[config.mk]
export PLATFORM = sky130hd
export DESIGN_NAME = sdctrl_spi_host
export DESIGN_NICKNAME = d
export VERILOG_FILES = /design/src/rtl/sdctrl_spi_host.sv
export SDC_FILE = /design/constraint.sdc
export NUM_CORES = 1
export LEC_CHECK = 0
export ABC_AREA = 1
export CAP_MARGIN = 20
export CORE_ASPECT_RATIO = 0.9
export CORE_MARGIN = 4
export CORE_UTILIZATION = 50
export CTS_CLUSTER_SIZE = 20
export DETAILED_ROUTE_END_ITERATION = 6
export GPL_ROUTABILITY_DRIVEN = 0
export GPL_TIMING_DRIVEN = 0
export PLACE_DENSITY = 0.84
export SYNTH_ARGS = -nofsm -noshare
export SYNTH_HDL_FRONTEND = slang
export SYNTH_SLANG_ARGS = --single-unit
[constraint.sdc]
create_clock -name i_clk -period 2.24 [get_ports i_clk]
set_input_delay 0.56 -clock i_clk [delete_from_list [all_inputs] [get_ports i_clk]]
set_output_delay 0.56 -clock i_clk [all_outputs]
set_load 0.01 [all_outputs]
[src/rtl/sdctrl_spi_host.sv]
// sdctrl_spi_host: SPI-mode SD host engine (command + CRC7, R1 poll, R3/R7 trailer or one data block)
// Optional build macro SDCTRL_SPI_CRC16_CHECK_EN: verify CRC16-CCITT of the received block (err=3 on mismatch).
module sdctrl_spi_host #(
    parameter int SCLK_DIV      = 4,
    parameter int BLOCK_BYTES   = 512,
    parameter int RESP_TIMEOUT  = 8,
    parameter int TOKEN_TIMEOUT = 1024
) (
    input  logic        i_clk,
    input  logic        i_nrst,
    input  logic        i_req_valid,
    output logic        o_req_ready,
    input  logic [5:0]  i_req_cmd,
    input  logic [31:0] i_req_arg,
    input  logic [1:0]  i_req_mode,
    output logic        o_resp_valid,
    output logic [7:0]  o_resp_r1,
    output logic [31:0] o_resp_data,
    output logic [1:0]  o_resp_err,
    output logic        o_data_valid,
    output logic [7:0]  o_data_byte,
    output logic        o_data_last,
    output logic        o_csn,
    output logic        o_sck,
    output logic        o_mosi,
    input  logic        i_miso
);
    localparam int DW = $clog2(SCLK_DIV);

    typedef enum logic [3:0] {
        IDLE, INIT, CSN_LEAD, CMD_TX, R1_WAIT, TRAILER, TOKEN_WAIT, DATA_RX, CRC_RX, TAIL, DONE
    } state_t;

    state_t        state_q, state_d;
    logic [DW-1:0] div_q;
    logic [3:0]    h_q;
    logic [7:0]    tx_q, rx_q;
    logic [10:0]   bc_q;
    logic [47:0]   frame_q;
    logic [1:0]    mode_q;
    logic [7:0]    r1_q;
    logic [31:0]   data_q;
    logic [1:0]    err_q;
    logic          dv_q, dl_q;
    logic [7:0]    db_q;
    logic          crc_bad;

    // h_q counts SCK half-periods within a byte; even->odd is a rising edge, so h_q[0] is SCK itself
    wire accept    = i_req_valid && state_q == IDLE;
    wire run       = state_q != IDLE && state_q != DONE;
    wire tick      = run && div_q == DW'(SCLK_DIV - 1);
    wire samp8     = tick && h_q == 4'd14;
    wire byte_done = tick && h_q == 4'd15;

    function automatic logic [6:0] crc7(input logic [39:0] d);
        logic [6:0] c;
        c = '0;
        for (int i = 39; i >= 0; i--)
            c = {c[5:0], 1'b0} ^ ((c[6] ^ d[i]) ? 7'h09 : 7'h00);
        return c;
    endfunction

`ifdef SDCTRL_SPI_CRC16_CHECK_EN
    logic [15:0] crc_q;
    logic [7:0]  crc_hi_q;
    assign crc_bad = crc_q != {crc_hi_q, rx_q};
    // running CRC16 over every block bit, plus the first received CRC byte
    always_ff @(posedge i_clk or negedge i_nrst) begin
        if (!i_nrst) begin
            crc_q    <= '0;
            crc_hi_q <= '0;
        end else if (accept) begin
            crc_q    <= '0;
        end else begin
            if (tick && !h_q[0] && state_q == DATA_RX)
                crc_q <= {crc_q[14:0], 1'b0} ^ ((crc_q[15] ^ i_miso) ? 16'h1021 : 16'h0000);
            if (byte_done && state_q == CRC_RX)
                crc_hi_q <= rx_q;
        end
    end
`else
    assign crc_bad = 1'b0;
`endif

    // state register
    always_ff @(posedge i_clk or negedge i_nrst) begin
        if (!i_nrst) state_q <= IDLE;
        else         state_q <= state_d;
    end

    // next-state: everything except IDLE/DONE advances only on a byte boundary
    always_comb begin
        state_d = state_q;
        case (state_q)
            IDLE:       if (i_req_valid) state_d = (i_req_mode == 2'd3) ? INIT : CSN_LEAD;
            INIT:       if (byte_done && bc_q == 11'd9) state_d = DONE;
            CSN_LEAD:   if (byte_done) state_d = CMD_TX;
            CMD_TX:     if (byte_done && bc_q == 11'd5) state_d = R1_WAIT;
            R1_WAIT:    if (byte_done)
                            state_d = !rx_q[7] ? ((mode_q == 2'd1) ? TRAILER :
                                                  (mode_q == 2'd2 && rx_q == 8'h00) ? TOKEN_WAIT : TAIL) :
                                      (bc_q == 11'(RESP_TIMEOUT - 1)) ? TAIL : R1_WAIT;
            TRAILER:    if (byte_done && bc_q == 11'd3) state_d = TAIL;
            TOKEN_WAIT: if (byte_done)
                            state_d = (rx_q == 8'hFE) ? DATA_RX :
                                      (rx_q[7:4] == 4'h0 || bc_q == 11'(TOKEN_TIMEOUT - 1)) ? TAIL : TOKEN_WAIT;
            DATA_RX:    if (byte_done && bc_q == 11'(BLOCK_BYTES - 1)) state_d = CRC_RX;
            CRC_RX:     if (byte_done && bc_q == 11'd1) state_d = TAIL;
            TAIL:       if (byte_done) state_d = DONE;
            DONE:       state_d = IDLE;
            default:    state_d = IDLE;
        endcase
    end

    // byte engine, request latch, response capture and block byte stream
    always_ff @(posedge i_clk or negedge i_nrst) begin
        if (!i_nrst) begin
            div_q   <= '0;
            h_q     <= '0;
            tx_q    <= 8'hFF;
            rx_q    <= 8'hFF;
            bc_q    <= '0;
            frame_q <= '0;
            mode_q  <= '0;
            r1_q    <= '0;
            data_q  <= '0;
            err_q   <= '0;
            dv_q    <= 1'b0;
            dl_q    <= 1'b0;
            db_q    <= '0;
        end else begin
            dv_q <= samp8 && state_q == DATA_RX;
            dl_q <= samp8 && state_q == DATA_RX && bc_q == 11'(BLOCK_BYTES - 1);
            if (samp8 && state_q == DATA_RX) db_q <= {rx_q[6:0], i_miso};
            if (accept) begin
                mode_q  <= i_req_mode;
                frame_q <= {2'b01, i_req_cmd, i_req_arg, crc7({2'b01, i_req_cmd, i_req_arg}), 1'b1};
                r1_q    <= 8'hFF;
                data_q  <= '0;
                err_q   <= '0;
                bc_q    <= '0;
                div_q   <= '0;
                h_q     <= '0;
                tx_q    <= 8'hFF;
            end else if (run) begin
                div_q <= tick ? '0 : div_q + 1'b1;
                if (tick) begin
                    h_q <= h_q + 4'd1;
                    if (!h_q[0]) rx_q <= {rx_q[6:0], i_miso};
                    else         tx_q <= {tx_q[6:0], 1'b1};
                end
                if (byte_done) begin
                    bc_q <= (state_d != state_q) ? '0 : (&bc_q ? bc_q : bc_q + 11'd1);
                    tx_q <= (state_d == CMD_TX) ? frame_q[47:40] : 8'hFF;
                    if (state_d == CMD_TX) frame_q <= frame_q << 8;
                    if (state_q == R1_WAIT && !rx_q[7]) r1_q <= rx_q;
                    if (state_q == TRAILER) data_q <= {data_q[23:0], rx_q};
                    if (state_d == TAIL)
                        err_q <= (state_q == R1_WAIT && rx_q[7]) ? 2'd1 :
                                 (state_q == TOKEN_WAIT) ? 2'd2 :
                                 (state_q == CRC_RX && crc_bad) ? 2'd3 : err_q;
                end
            end
        end
    end

    // outputs: CSn high outside a framed transaction, MOSI idles high
    always_comb begin
        o_req_ready  = state_q == IDLE;
        o_resp_valid = state_q == DONE;
        o_csn        = state_q == IDLE || state_q == INIT || state_q == DONE;
        o_sck        = h_q[0];
        o_mosi       = run ? tx_q[7] : 1'b1;
        o_resp_r1    = r1_q;
        o_resp_data  = data_q;
        o_resp_err   = err_q;
        o_data_valid = dv_q;
        o_data_byte  = db_q;
        o_data_last  = dl_q;
    end
endmodule

==> results of run 1 <==
metrics by stage:
stage | cells | setup TNS (ns) | area, sq um
2_1_floorplan | 1052 | -0.5934 | 7774
3_3_place_gp | 1350 | -712.82 | 9022
3_5_place_dp | 1351 | -83.48 | 9051
4_1_cts | 1434 | -4.220 | 10620
5_1_grt | 1478 | -28.10 | 11880
6_report | 1478 | -18.82 | 11880
power groups by stage:
stage | registers [W] | clock network (W) | logic, W
global placement | 0.00272 | 0 | 0.00111
finish | 0.00270 | 0.00285 | 0.00173
global route | 0.00271 | 0.00295 | 0.00189
CTS | 0.00269 | 0.00278 | 0.00137
detailed placement | 0.00272 | 0 | 0.00115
floorplan | 0.00270 | 0 | 0.000825
metal layers:
metal | vias to the layer above | track usage [%]
met1 | 4255 | 35.36
met3 | 234 | 6.338
met2 | 767 | 47.73
li1 | 3832 | -
met5 | - | 0
met4 | 0 | 12.26
area by class of cell:
| cell class | count | area (sq um) | share of cell area (%) |
|---|---|---|---|
| Timing Repair Buffer | 197 | 1896 | 15.95 |
| Inverter | 142 | 614.3 | 5.170 |
| Timing Repair inverter | 1 | 7.507 | 0.06318 |
| Sequential cell | 139 | 3503 | 29.48 |
| Clock buffer | 23 | 467.9 | 3.938 |
| Buffer | 29 | 224.0 | 1.885 |
| Clock inverter | 9 | 113.9 | 0.9582 |
| Tap cell | 198 | 247.7 | 2.085 |
| Multi-Input combinational cell | 740 | 4808 | 40.47 |
worst register-to-register path: stages (launching register included):
cell and delay [ns]:
dfrtp_2 0.46, inv_4 0.10, nand2_4 0.07, nor2_4 0.21, nor2_8 0.07, nand2_8 0.09
nor2_4 0.05, nand2_4 0.13, nor2_2 0.05, a22o_1 0.24, nor3_2 0.24, nand3_2 0.14
a21oi_2 0.23, buf_4 0.16, nand4_4 0.15, nand2_8 0.16, inv_8 0.06, nor2_4 0.11
path summary, 6_finish.rpt:
kind | end | slack [ns]
max | bc_q[10] | -0.53
min reg2reg | tx_q[3] | 0.49
min | bc_q[3] | 0.08
max reg2reg | bc_q[10] | -0.53
min in group i_clk | frame_q[35] | 0.44
max in group asynchronous | tx_q[5] | 1.37
cells by family (layout without fill, tap and decap cells):
group | Yosys count | after routing | share of synthesized area, %
AOI/OAI and AO/OA | 154 | 154 | 11.43
DFF | 139 | 139 | 45.73
adders and majority gates | 6 | 6 | 0.9813
and+or+nand+nor | 563 | 564 | 31.21
xor gates and xnor gates | 16 | 16 | 1.832
buffers and inverters | 174 | 401 | 8.816
state kept, by name (all words and copies together) (netlist names):
register	count
rx_q	8
o_resp_data	32
h_q	4
bc_q	11
mode_q	2
o_resp_r1	8
o_resp_err	2
state_q	4
o_data_last	1
tx_q	8
o_data_valid	1
frame_q	48
o_data_byte	8
div_q	2
synth_stat cells, types with 11 or more instances:
master / count
nand2_1: 357
inv_1: 132
dfrtp_1: 123
nor2_1: 81
nand3_1: 70
o21ai_0: 63
a31oi_1: 33
o22ai_1: 24
clkbuf_1: 19
nor3_1: 18
dfstp_2: 16
nand4_1: 14
a21oi_1: 12
o21ai_1: 12
xor2_1: 12
buf_2: 11
repair_timing:
item	CTS	global route
setup buffers	45	41
cloned	7	5
resized for setup	281	285
pin swaps	88	102
endpoints found under the setup margin	128	125
==> results_dict.tcl, run 1 <==
set metrics [dict create \
    globalRouteTotalUtil_pct 28.37 \
    drt_iter0_drc 1145 \
    crit-reg2reg-launch "state_q[1]" \
    whs_ns 0.07764 \
    residual_drc_count 0 \
    antenna_cells 0 \
    critPathSlowestCell "dfrtp_2" \
    setup_repair_after_global_routing_missed_its_margin "yes" \
    holdBufCountCts 0 \
    cpPeakStageDelay_ns 0.46 \
    placement.io_buffers 100 \
    finalHoldViolCount 0 \
    num-fill-cells 776 \
    worst_clock_skew_ns 0.01158 \
    first_global_vias 8247 \
    global_route.overflow_total 0 \
    ant_nets 0 \
    dieArea_sq_mm 0.01735 \
    combPwrFrac_pct 23.8 \
    yosys.area.top_type_share_pct 40.24 \
    detail_route.wl_per_cell_microns 21.26 \
    detail_route.vias_per_cell 6.149 \
    register_area_share_after_synthesis_pct 45.73 \
    clkLatencyLatePin_ns 0.43 \
    post-dp-hpwl_microns 14820 \
    synth.yosys.warnings 0 \
    holdCritPathClass "input port to async pin" \
    core.rowCount 42 \
    crit_path_start_kind "flop" \
    synth_enable_flop_cells 0 \
    data_arrival_critical_path_ns 3.13 \
    peakVddDrop_uv 489.7 \
    sw_frac_of_total_pct 31.64 \
    top_signal_layer_used "met4" \
    clock-sinks 139 \
    critical_path.top_delay_family "simple AND/OR/NAND/NOR gates" \
    fp.dieW_microns 138.4 \
    initial_antenna_violation_count 0 \
    grt_max_degree 87 \
    final_setup_violation_count 113 \
    switchingPower_w 0.002305 \
    final_stage_net_count 1317 \
    worst_r2r_path_depth 17 \
    power.clock.fraction_pct 39.2 \
    critPathCaptureType "flop" \
    fmaxAchievable_ghz 0.3605 \
    mostFrequentLayoutCells "nand2_1, dfrtp_1, nand2_2" \
    asyncSetResetFlopFracSynth_pct 100.0 \
    run_status "complete, but fails checks" \
    drive_above_1_share_pct 39.61 \
    p_total_w 0.007286 \
    worst-path-stages 17 \
    most_common_cell_after_layout_fill_and_taps_aside "nand2_1" \
    met2WireLength_microns 15530 \
    postSynthNetCount 1102 \
    synthesis.area_sq_mm 0.007650 \
    die-height_microns 125.3 \
    worst_slew_pin_slew_ns 0.6238 \
    first_pass_iters 7 \
    max_cap_violations 0 \
    synth_cell_type_count 40 \
    reg_clk_slew_reported_paths_ns 0.06 \
    area_growth_syn_to_layout_pct 55.33 \
    synth.top_cells.by_area "dfrtp_1, nand2_1, inv_1" \
    maxSlewViolCount 0 \
    dominantRegCellSynth "dfrtp_1" \
    clock_tree_buf_depth 2 \
    cts-root-buf "clkbuf_16" \
    leakage_nw 5.767 \
    worst_slack_ns -0.5342 \
    met1Wirelength_microns 10620 \
    class_of_the_most_critical_setup_path "flop to flop" \
    wl_met3_microns 3035 \
    placement.setup.worst_slack_ns -1.055 \
    setup.worst_path.start "state_q[1]" \
    core_sq_mm 0.01487 \
    p_int_w 0.004980 \
    synth_top_area_cell "dfrtp_1" \
    finalCritPeriodShare_pct 123.9 \
    maximum_fanout_encountered_on_the_critical_timing_path 8 \
    ctsHtreeMaxLevel 4 \
    cell_seen_most_often_among_critical_path_stages "nor2_4" \
    cts_buffers 17 \
    power.share.sequential_pct 37.1 \
    crit_path_cell_trace "inv_4, nand2_4, nor2_4, nor2_8, nand2_8, nor2_4, nand2_4, nor2_2, a22o_1, nor3_2, nand3_2, a21oi_2, buf_4, nand4_4, nand2_8, inv_8, nor2_4" \
    floorplan.io_pins 101 \
    timing.max_slew.rel_slack_pct 58.10 \
    vias 9088 \
    effective_utilization_at_floorplan_pct 51.44 \
    postSynthCellCount 1052 \
    post-route-util_pct 79.90 \
    synth_seq_cells 139 \
    worstPathBufferInverterCount 3 \
    required_ns 2.60 \
    finalWorstPathRequiredPeriod_ns 2.774 \
    tritoncts "done" \
    synthesis.area_per_instance_sq_um 7.272 \
    grt_first_pass_wirelength_microns 40350 \
    power_density_mw_per_mm2 613.1 \
    violated_checks "setup timing" \
    route.final.wire_length_microns 31420 \
]
Power figures use the tool's default switching activity.
==> inputs of run 2 (changes only) <==
==> config.mk (replaced) <==
export PLATFORM = sky130hd
export DESIGN_NAME = sdctrl_spi_host
export DESIGN_NICKNAME = d
export VERILOG_FILES = /design/src/rtl/sdctrl_spi_host.sv
export SDC_FILE = /design/constraint.sdc
export NUM_CORES = 1
export LEC_CHECK = 0
export CAP_MARGIN = 20
export CORE_ASPECT_RATIO = 1.25
export CORE_MARGIN = 4
export CORE_UTILIZATION = 51
export CTS_CLUSTER_SIZE = 20
export DETAILED_ROUTE_END_ITERATION = 6
export DONT_BUFFER_PORTS = 1
export GPL_ROUTABILITY_DRIVEN = 0
export GPL_TIMING_DRIVEN = 0
export PLACE_DENSITY = 0.77
export SYNTH_ARGS = -nofsm -noshare
export SYNTH_HDL_FRONTEND = slang
export SYNTH_SLANG_ARGS = --single-unit
==> run 2 against run 1 <==
  * The flow finishes with violations (hold timing, setup timing)
  * Maximum frequency is 4.1% higher
  * Highest routed layer unchanged
  * Clock-buffer cell count did not move
  * Global-route usage decreased by 4.1 points
  * First-iteration DRC count decreased by 60%
  * Critical endpoint is now bc_q[7]
  * Critical path depth down 7
==> results_dict.tcl, run 2 <==
set metrics [dict create \
    num-fill-cells 1062 \
    synth_most_common_cell "nand2_1" \
    residual_drc_count 0 \
    clock-sinks 139 \
    finalHoldViolCount 127 \
    synth_seq_cells 139 \
    max_cap_violations 0 \
    reg_clk_slew_reported_paths_ns 0.06 \
    required_ns 2.57 \
    cpPeakStageDelay_ns 0.59 \
    crit_path_start_kind "flop" \
    post-route-util_pct 63.44 \
    clkLatencyLatePin_ns 0.44 \
    most_common_cell_after_layout_fill_and_taps_aside "nand2_1" \
    post-dp-hpwl_microns 13140 \
    postSynthCellCount 788 \
    synthesis.area_sq_mm 0.007254 \
    synth_simple_gate_area_share_pct 20.80 \
    fmaxAchievable_ghz 0.3753 \
    initial_antenna_violation_count 0 \
    finalWorstPathRequiredPeriod_ns 2.664 \
    clock_tree_buf_depth 2 \
    detail_route.wl_per_cell_microns 19.63 \
    route.final.wire_length_microns 19840 \
    die-height_microns 141.3 \
    floorplan.io_pins 101 \
    area_growth_syn_to_layout_pct 21.32 \
    yosys.area.top_type_share_pct 42.43 \
    data_arrival_critical_path_ns 2.99 \
    global_route.overflow_total 0 \
    ctsHtreeMaxLevel 4 \
    placement.io_buffers 0 \
    synth_cell_type_count 64 \
    globalRouteTotalUtil_pct 24.28 \
    synth_enable_flop_cells 0 \
    register_area_share_after_synthesis_pct 48.22 \
    asyncSetResetFlopFracSynth_pct 100.0 \
    synth.area.mux_share_pct 2.742 \
    worst-path-stages 10 \
    worst_clock_skew_ns 0.01870 \
    synthTopCellsByCount "nand2_1, dfrtp_1, nor2_1" \
    antenna_cells 0 \
    grt_first_pass_wirelength_microns 30900 \
    postSynthNetCount 838 \
    class_of_the_most_critical_setup_path "flop to flop" \
    first_pass_iters 6 \
    power_density_mw_per_mm2 1330 \
    synth.top_cells.by_area "dfrtp_1, nand2_1, dfstp_2" \
    numPlacedInstances 963 \
    tritoncts "done" \
    violated_checks "hold timing, setup timing" \
    peakVddDrop_uv 764.9 \
    synth-xor-area-share_pct 10.52 \
    largest_register_by_flop_count "frame_q" \
    cts_buffers 17 \
    core.rowCount 48 \
    worst_r2r_path_depth 10 \
    grt_max_degree 140 \
    synth_top_area_cell "dfrtp_1" \
    detail_route.vias_per_cell 5.959 \
    drt_iter0_drc 460 \
    ff2ff_setup_slack_ns -0.42 \
    critPathCaptureType "flop" \
    critPathSlowestCell "or4_4" \
    holdCritPathClass "input port to async pin" \
    mostFrequentLayoutCells "nand2_1, dfrtp_1, nor2_1" \
    cts-root-buf "clkbuf_16" \
    maximum_fanout_encountered_on_the_critical_timing_path 8 \
    dieArea_sq_mm 0.01621 \
    core_sq_mm 0.01387 \
    synthesis.area_per_instance_sq_um 9.206 \
    finalCritPeriodShare_pct 118.9 \
    run_status "complete, but fails checks" \
    synth-compound-area-share_pct 13.56 \
    effective_utilization_at_floorplan_pct 52.29 \
    crit_path_cell_trace "ha_4, and4_4, o2111ai_4, nor2_1, o21ai_1, or4_4, xnor2_4, buf_12, nand2_8, o32ai_2" \
    synth.yosys.warnings 0 \
    worst_slack_ns -0.4243 \
    critical_path.top_delay_family "simple AND/OR/NAND/NOR gates" \
    dominant_combinational_cell_family_by_area_after_synthesis "simple AND/OR/NAND/NOR gates" \
    drive_above_1_share_pct 22.37 \
    ant_nets 0 \
    worst_slew_pin_slew_ns 0.6002 \
    first_global_vias 5918 \
    dominantRegCellSynth "dfrtp_1" \
    largest_register_ff_count 48 \
    leakage_nw 3.830 \
    whs_ns -0.1862 \
    timing.max_slew.rel_slack_pct 59.62 \
    synth-adder-area-share_pct 1.035 \
    setup_repair_after_global_routing_missed_its_margin "yes" \
    vias 6025 \
    final_setup_violation_count 65 \
    fp.dieW_microns 114.7 \
    worstPathBufferInverterCount 1 \
    final_stage_net_count 873 \
    maxSlewViolCount 0 \
    finalNonFillerCells 1011 \
]
-- run 2: cell count changes after synthesis, moves of 16 or more --
cell      change
clkbuf_1     +19
inv_1       -123
nand2_1     -180
nand3_1      -49
o21ai_0      -16
xnor2_1      +38
-- run 2: cells by family after synthesis --
family / count (synthesis)
multiplexers: 18
adder cells (fa/ha/maj): 6
XOR/XNOR: 69
flip-flops: 139
AND/OR/NAND/NOR: 340
AO/OA/AOI/OAI: 159
buffers and inverters: 57
-- run 2: area by class of cell --
type / count / area, sq um / share of cell area (%)
Tap cell: 175 / 219.0 / 2.488
Inverter: 10 / 41.29 / 0.4691
Buffer: 43 / 292.8 / 3.327
Sequential cell: 139 / 3503 / 39.81
Clock buffer: 23 / 498.0 / 5.658
Multi-Input combinational cell: 593 / 3850 / 43.74
Timing Repair Buffer: 19 / 240.2 / 2.730
Clock inverter: 9 / 156.4 / 1.777
-- run 2: per-layer routing --
| layer | GRT usage (%) | wire [microns] | vias to the layer above |
|---|---|---|---|
| li1 | - | - | 2790 |
| met1 | 30.66 | 7928 | 2937 |
| met2 | 39.19 | 10080 | 230 |
| met3 | 5.973 | 1116 | 68 |
| met4 | 11.32 | 717 | 0 |
| met5 | 0 | 0 | - |
-- run 2: repair_timing --
item	in CTS	in global routing
buffers inserted	10	6
pin swaps	13	15
hold endpoints to repair	139	130
gates cloned	0	5
endpoints found under the setup margin	136	112
resized for setup	59	87
-- run 2: path summary, 6_finish.rpt --
path | endpoint | from
hold / removal | o_resp_data[31] | i_nrst
hold reg to reg | tx_q[0] | tx_q[0]
setup reg to reg | bc_q[7] | h_q[0]
setup / recovery | bc_q[7] | h_q[0]
max in group asynchronous | tx_q[5] | i_nrst
min in group i_clk | mode_q[0] | i_req_mode[0]
-- run 2: power breakdown --
group	switching, W	internal, W
registers	0.00120	0.00365
logic	0.00197	0.00178
clock network	0.00108	0.00202
-- run 2: per-stage QoR --
stage               power, W  worst slack [ns]  area, sq um  TNS (ns)  hold slack [ns]
CTS                  0.01147           -0.3643         8448    -4.569          -0.1812
detailed placement  0.007975           -0.7022         7511    -61.85           0.2716
finish               0.01170           -0.4243         8801    -5.997          -0.1862
global placement    0.007840           -0.7006         7511    -59.50           0.2715
global route         0.01234           -0.5442         8801    -15.13          -0.1928
floorplan           0.007113           -0.2305         7292    -2.237           0.2644
==> inputs of run 3 (changes only) <==
--- a/config.mk
+++ b/config.mk
@@ -5,7 +5,6 @@
 export SDC_FILE = /design/constraint.sdc
 export NUM_CORES = 1
 export LEC_CHECK = 0
-export CAP_MARGIN = 20
 export CORE_ASPECT_RATIO = 1.25
 export CORE_MARGIN = 4
 export CORE_UTILIZATION = 51
==> results of run 3 <==
Final layout, timing and power as in run 2 (identical DEF).
